File: src/rtl/trace_exp_table.sv
// Expected-result table with valid/hit tracking; mask storage only when
// TRACE_CHECK_MASK_EN is defined.
module trace_exp_table #(
  parameter int ADDR_W = 4
) (
  input  logic              clk,
  input  logic              reset,
`ifdef TRACE_CHECK_MASK_EN
  input  logic [31:0]       wmask,
  output logic [31:0]       rmask,
`endif
  input  logic              we,
  input  logic [ADDR_W-1:0] widx,
  input  logic [31:0]       wdata,
  input  logic              clr_hit,
  input  logic              set_hit,
  input  logic [ADDR_W-1:0] ridx,
  output logic [31:0]       rdata,
  output logic              rvalid,
  output logic              all_hit
);
  localparam int DEPTH = 1 << ADDR_W;

  logic [31:0]      data_q [DEPTH];
  logic [DEPTH-1:0] valid_q;
  logic [DEPTH-1:0] hit_q;

  // Contents are don't-care after reset, so the arrays carry no reset.
  always_ff @(posedge clk)
    if (we) data_q[widx] <= wdata;

`ifdef TRACE_CHECK_MASK_EN
  logic [31:0] mask_q [DEPTH];
  always_ff @(posedge clk)
    if (we) mask_q[widx] <= wmask;
  assign rmask = mask_q[ridx];
`endif

  always_ff @(posedge clk or posedge reset) begin
    if (reset) begin
      valid_q <= '0;
      hit_q   <= '0;
    end else begin
      if (we) valid_q[widx] <= 1'b1;
      if (clr_hit)      hit_q       <= '0;
      else if (set_hit) hit_q[ridx] <= 1'b1;
    end
  end

  assign rdata   = data_q[ridx];
  assign rvalid  = valid_q[ridx];
  // Entries never loaded count as already hit, so an empty table is complete.
  assign all_hit = &(hit_q | ~valid_q);
endmodule

File: config.mk
export PLATFORM = sky130hd
export DESIGN_NAME = trace_exp_table
export DESIGN_NICKNAME = d
export VERILOG_FILES = /design/src/rtl/trace_exp_table.sv
export SDC_FILE = /design/constraint.sdc
export NUM_CORES = 1
export LEC_CHECK = 0
export CORE_ASPECT_RATIO = 1.1
export CORE_UTILIZATION = 60
export CTS_CLUSTER_SIZE = 28
export DETAILED_ROUTE_END_ITERATION = 8
export PLACE_DENSITY = 0.81
export SYNTH_ARGS = -nofsm -noshare
export SYNTH_HDL_FRONTEND = slang
export SYNTH_SLANG_ARGS = --single-unit
File: constraint.sdc
create_clock -name clk -period 4.34 [get_ports clk]
set_input_delay 0.868 -clock clk [delete_from_list [all_inputs] [get_ports clk]]
set_output_delay 0.868 -clock clk [all_outputs]
set_load 0.1 [all_outputs]
After elaboration in Yosys (flattened, before gate mapping)
Memory sizes are Yosys's and may differ from the RTL's. Cells that the tools add are included.

Magnitude comparators: 4. Multiplexer cells: 10. Bitwise operators: 4. Reductions and logical operators: 4.

Operator list (number): 16-bit OR (3); 16-bit 2-to-1 mux (2); 16-bit inverter (1); 16-bit AND reduction (1); 4-bit by 5-bit less-than comparator with 1-bit output, second input constant (2); 1-bit demux with 4-bit select (2); 4-bit by 1-bit greater-or-equal comparator with 1-bit output, second input constant (2); 1-bit 2-to-1 mux (5); 1-bit binary-select mux with 4-bit select (1); 1-bit logical AND (2); 2-bit nonzero test (1).

Logic and storage cells: 25. Memories kept: 1. Bits in writable memories: 512. Register bits: 32. Bits of input ports: 45. Output and inout port bits: 34.

Memories: data_q (words 16, bits a word 32, rd ports 1, clocked after Yosys merged registers in 0, write ports 1, RTL line 24) `logic [31:0] data_q [DEPTH];`.

Depth between registers and ports, before layout
Depth after elaboration: 7. Gate-level depth with buffers: 6. Depth with buffers taken out: 3.

Worst setup path after synthesis
No wires, ideal clock.

Path kind: reg-to-output. From: reg valid_q[3]. To: out all_hit. Cell stages (with the launch flop): 4. Path slack: -10 ps. Buffers on the path: 0. Arrival: 3482 ps. Required time: 3472 ps. Cell sequence: dfrtp_1 > nand2b_1 > o2111ai_1 > nor4_1.

Word-level cells in the longest chain between the ends: 3.

Ends and longest elaborated chain: start: declaration (RTL line 25) `logic [DEPTH-1:0] valid_q;`; start signal: assignment (RTL line 41) `valid_q <= '0;`; start signal: indexed assignment (RTL line 44) `if (we) valid_q[widx] <= 1'b1;`; 16-bit inverter (RTL line 53) `assign all_hit = &(hit_q | ~valid_q);`; 16-bit OR (RTL line 53); 16-bit AND reduction (RTL line 53); end: declaration (RTL line 20) `output logic all_hit`.

No other way between the ends.

Worst setup path in the final report
From: in ridx[2]. To: out rdata[11].

Word-level cells in the longest chain between the ends: 1.

Ends and longest elaborated chain: start: declaration (RTL line 17) `input logic [ADDR_W-1:0] ridx,`; memory read 16 x 32 bit; end: declaration (RTL line 18) `output logic [31:0] rdata,`.

No other way between the ends.

==> metrics.md <==
| Metric | Value |
|---|---|
| Crit path kind | input pin to output pin |
| Leading post-synthesis cells by cell area | edfxtp_1, mux4_2, dfrtp_1, a22oi_1, nand2_1 |
| GRT Total Usage | 28.75% |
| Logic pwr share | 9.1% |
| Mapped Cells | 923 |
| Switch Pwr | 2.583 mW |
| Post-Route Skew | 0 ps |
| Worst Tran Pin Value | 963.4 ps |
| CTS Root Cell | clkbuf_16 |
| Commonest non-fill, non-tap cell in the layout | edfxtp_1 |
| Final Max Tran Viols | 0 |
| Final hold vios | 0 |
| Total core area | 0.03346 mm^2 |
| CP startpoint | ridx[2] |
| Ports | 79 |
| Total negative slack | 0 ps |
| Post-route ant nets | 0 |
| CTS tree | built |
| Post-CTS Resized | 0 |
| RePlAce Congestion | 0.8410 |
| Synth unique cells | 26 |
| R2r setup slk | 3440 ps |
| Nets | 1095 |
| Setup bufs post-CTS | 0 |
| Critical Path Fanout Max | 17 |
| Post-Route WL | 48060 um |
| Clock slew seen by the registers of the worst setup and hold paths | 60 ps |
| Switching Fraction | 22.59% |
| Final cell count without fillers | 1523 |
| Drt first pass iters | 5 |
| Share of cells above drive strength 1 | 29.27% |
| P_int | 8.851 mW |
| Final setup vio count | 0 |
| DRT iter0 DRCs | 1328 |
| Area growth, synth to finish | 18.13% |
| Post-Syn Area per Cell | 22.25 um^2 |
| Syn_nets | 968 |
| Flops & latches, synth | 544 |
| Max Cap Violations | 0 |
| Cells after DPL | 1428 |
| DR vias | 10.32k |
| Register area share after synthesis | 78.75% |
| Worst EP required | 3470 ps |
| Most frequent cells in the layout | edfxtp_1, mux4_2, a22oi_1 |
| Tmin final | 3838 ps |
| DRC violations left | 0 |
| FF-to-FF Start | valid_q[7] |
| RR Endpoint | valid_q[7] |
| Post-CTS Hold Fix Bufs | 0 |
| Die H | 196.1 um |
| RSZ-0062 raised after global routing | false |
| Clock power share | 39.1% |
| Vias/cell | 6.777 |
| Crit path capture type | output pin |
| Die area | 0.03498 mm^2 |
| Post-synth top area cell | edfxtp_1 |
| Register share of total power | 51.8% |
| Fmax | 260.6 MHz |
| Hold/Removal Path Class | flop to flop |
| Rows | 70 |
| Vias in the first global route | 10.70k |
| Final period util | 88.43% |
| TritonCTS Buffers | 51 |
| Last element of the critical path | rdata[11] |
| CP Launch Type | input pin |
| Die width | 178.4 um |
| VDD IR max | 0.4508 mV |
| Max-slew headroom | 35.57% |
| Static Leakage | 7.920 nW |
| First-pass GRT wire length | 70390 um |
| Share of the synthesized area in the top cell type | 74.85% |
| H-tree levels | 2 |
| Routed WL per cell | 31.56 um |
| Yosys warnings | 0 |
| Design Power | 11.43 mW |
| Worst-case reg-to-reg path depth | 1 |
| Outcome | finished clean |
| DP Wirelength | 23620 um |
| Clk buf depth | 3 |
| Largest net degree at the start of global routing | 43 |
| Congestion Overflow GR | 0 |
| PD cells | 471.3 mW/mm^2 |
| Crit path DAT | 2970 ps |
| Worst skew pair latency | 560 ps |
| # port buffers | 78 |
| Starting Density | 61.39% |
| Antenna violations before repair | 1 |
| Mapped Area | 0.02054 mm^2 |
| # clock sinks | 544 |
-- sequential cells by signal (all words and copies together) (netlist names) --
register and flops:
data_q 512, valid_q 16, hit_q 16
-- critical path: stages --
cell and delay, ps:
clkdlybuf4s50_1 610, and2_2 520, buf_4 430, a22oi_1 140, nand2_1 190, buf_12 200
-- cells by family after synthesis --
group	after synthesis	share of synthesized area (%)
AOI/OAI and AO/OA	88	3.021
buffers and inverters	52	1.237
DFF	544	78.75
muxes	132	14.47
and+or+nand+nor	107	2.516
-- per-layer routing --
metal | vias up | share of wire, % | global-route usage, %
li1 | 4133 | - | -
met1 | 5421 | 38 | 40.71
met2 | 661 | 50 | 46.08
met3 | 105 | 9.5 | 5.465
met4 | 2 | 2.7 | 9.071
met5 | - | 0.025 | 0
-- area by class of cell --
class	instances	area, um^2
diodes	1	2.502
clock buffers	62	1360
clock inverters	31	310.3
fillers	1810	9194
inverters	5	18.77
multi-input cells	327	4250
flip-flops and latches	544	16180
well taps	432	540.5
repair buffers	121	1605
-- power by group through the flow --
stage          sequential [mW]  clock (mW)  combinational, mW
3_5_place_dp              6.02           0               1.03
6_report                  5.92        4.47               1.04
3_3_place_gp              6.01           0               1.01
4_1_cts                   5.92        4.51               1.04
5_1_grt                   5.93        4.71               1.09
2_1_floorplan             6.01           0              0.617
-- cell usage after synthesis --
master,instances
a22oi_1,66
nor2_1,29
nor3b_1,1
and3_1,1
a21oi_1,16
or3b_2,1
nor4_1,1
buf_2,17
nand3b_1,2
clkbuf_1,17
inv_1,5
nand2b_1,14
dfrtp_1,32
nor2b_1,2
mux4_2,132
and3b_1,2
buf_1,8
or2_2,14
o2111ai_1,4
edfxtp_1,512
nand3_1,1
buf_6,5
and2_1,1
nor3_1,4
o21ai_0,2
nand2_1,34
-- worst min path at each step --
stage / end / slack (ps) / startpoint / cells past startpoint
2_1_floorplan: valid_q[14] / 450 / valid_q[14] / 2
3_3_place_gp: hit_q[1] / 470 / hit_q[1] / 2
3_5_place_dp: hit_q[11] / 480 / hit_q[11] / 2
4_1_cts: hit_q[3] / 490 / hit_q[3] / 2
5_1_grt: valid_q[11] / 520 / valid_q[11] / 1
6_report: hit_q[3] / 490 / hit_q[3] / 2
-- metrics by stage --
step	area [um^2]	hold WS, ps	util [%]	worst slack (ps)
2_1_floorplan	20550	447.1	-	247.7
3_3_place_gp	22560	469.4	67.44	632.3
3_5_place_dp	22560	476.0	67.44	578.0
4_1_cts	24230	492.0	72.43	531.0
5_1_grt	24260	519.8	72.51	440.3
6_report	24260	489.7	72.52	502.0
Note: power is estimated with default switching activity, not from simulation.
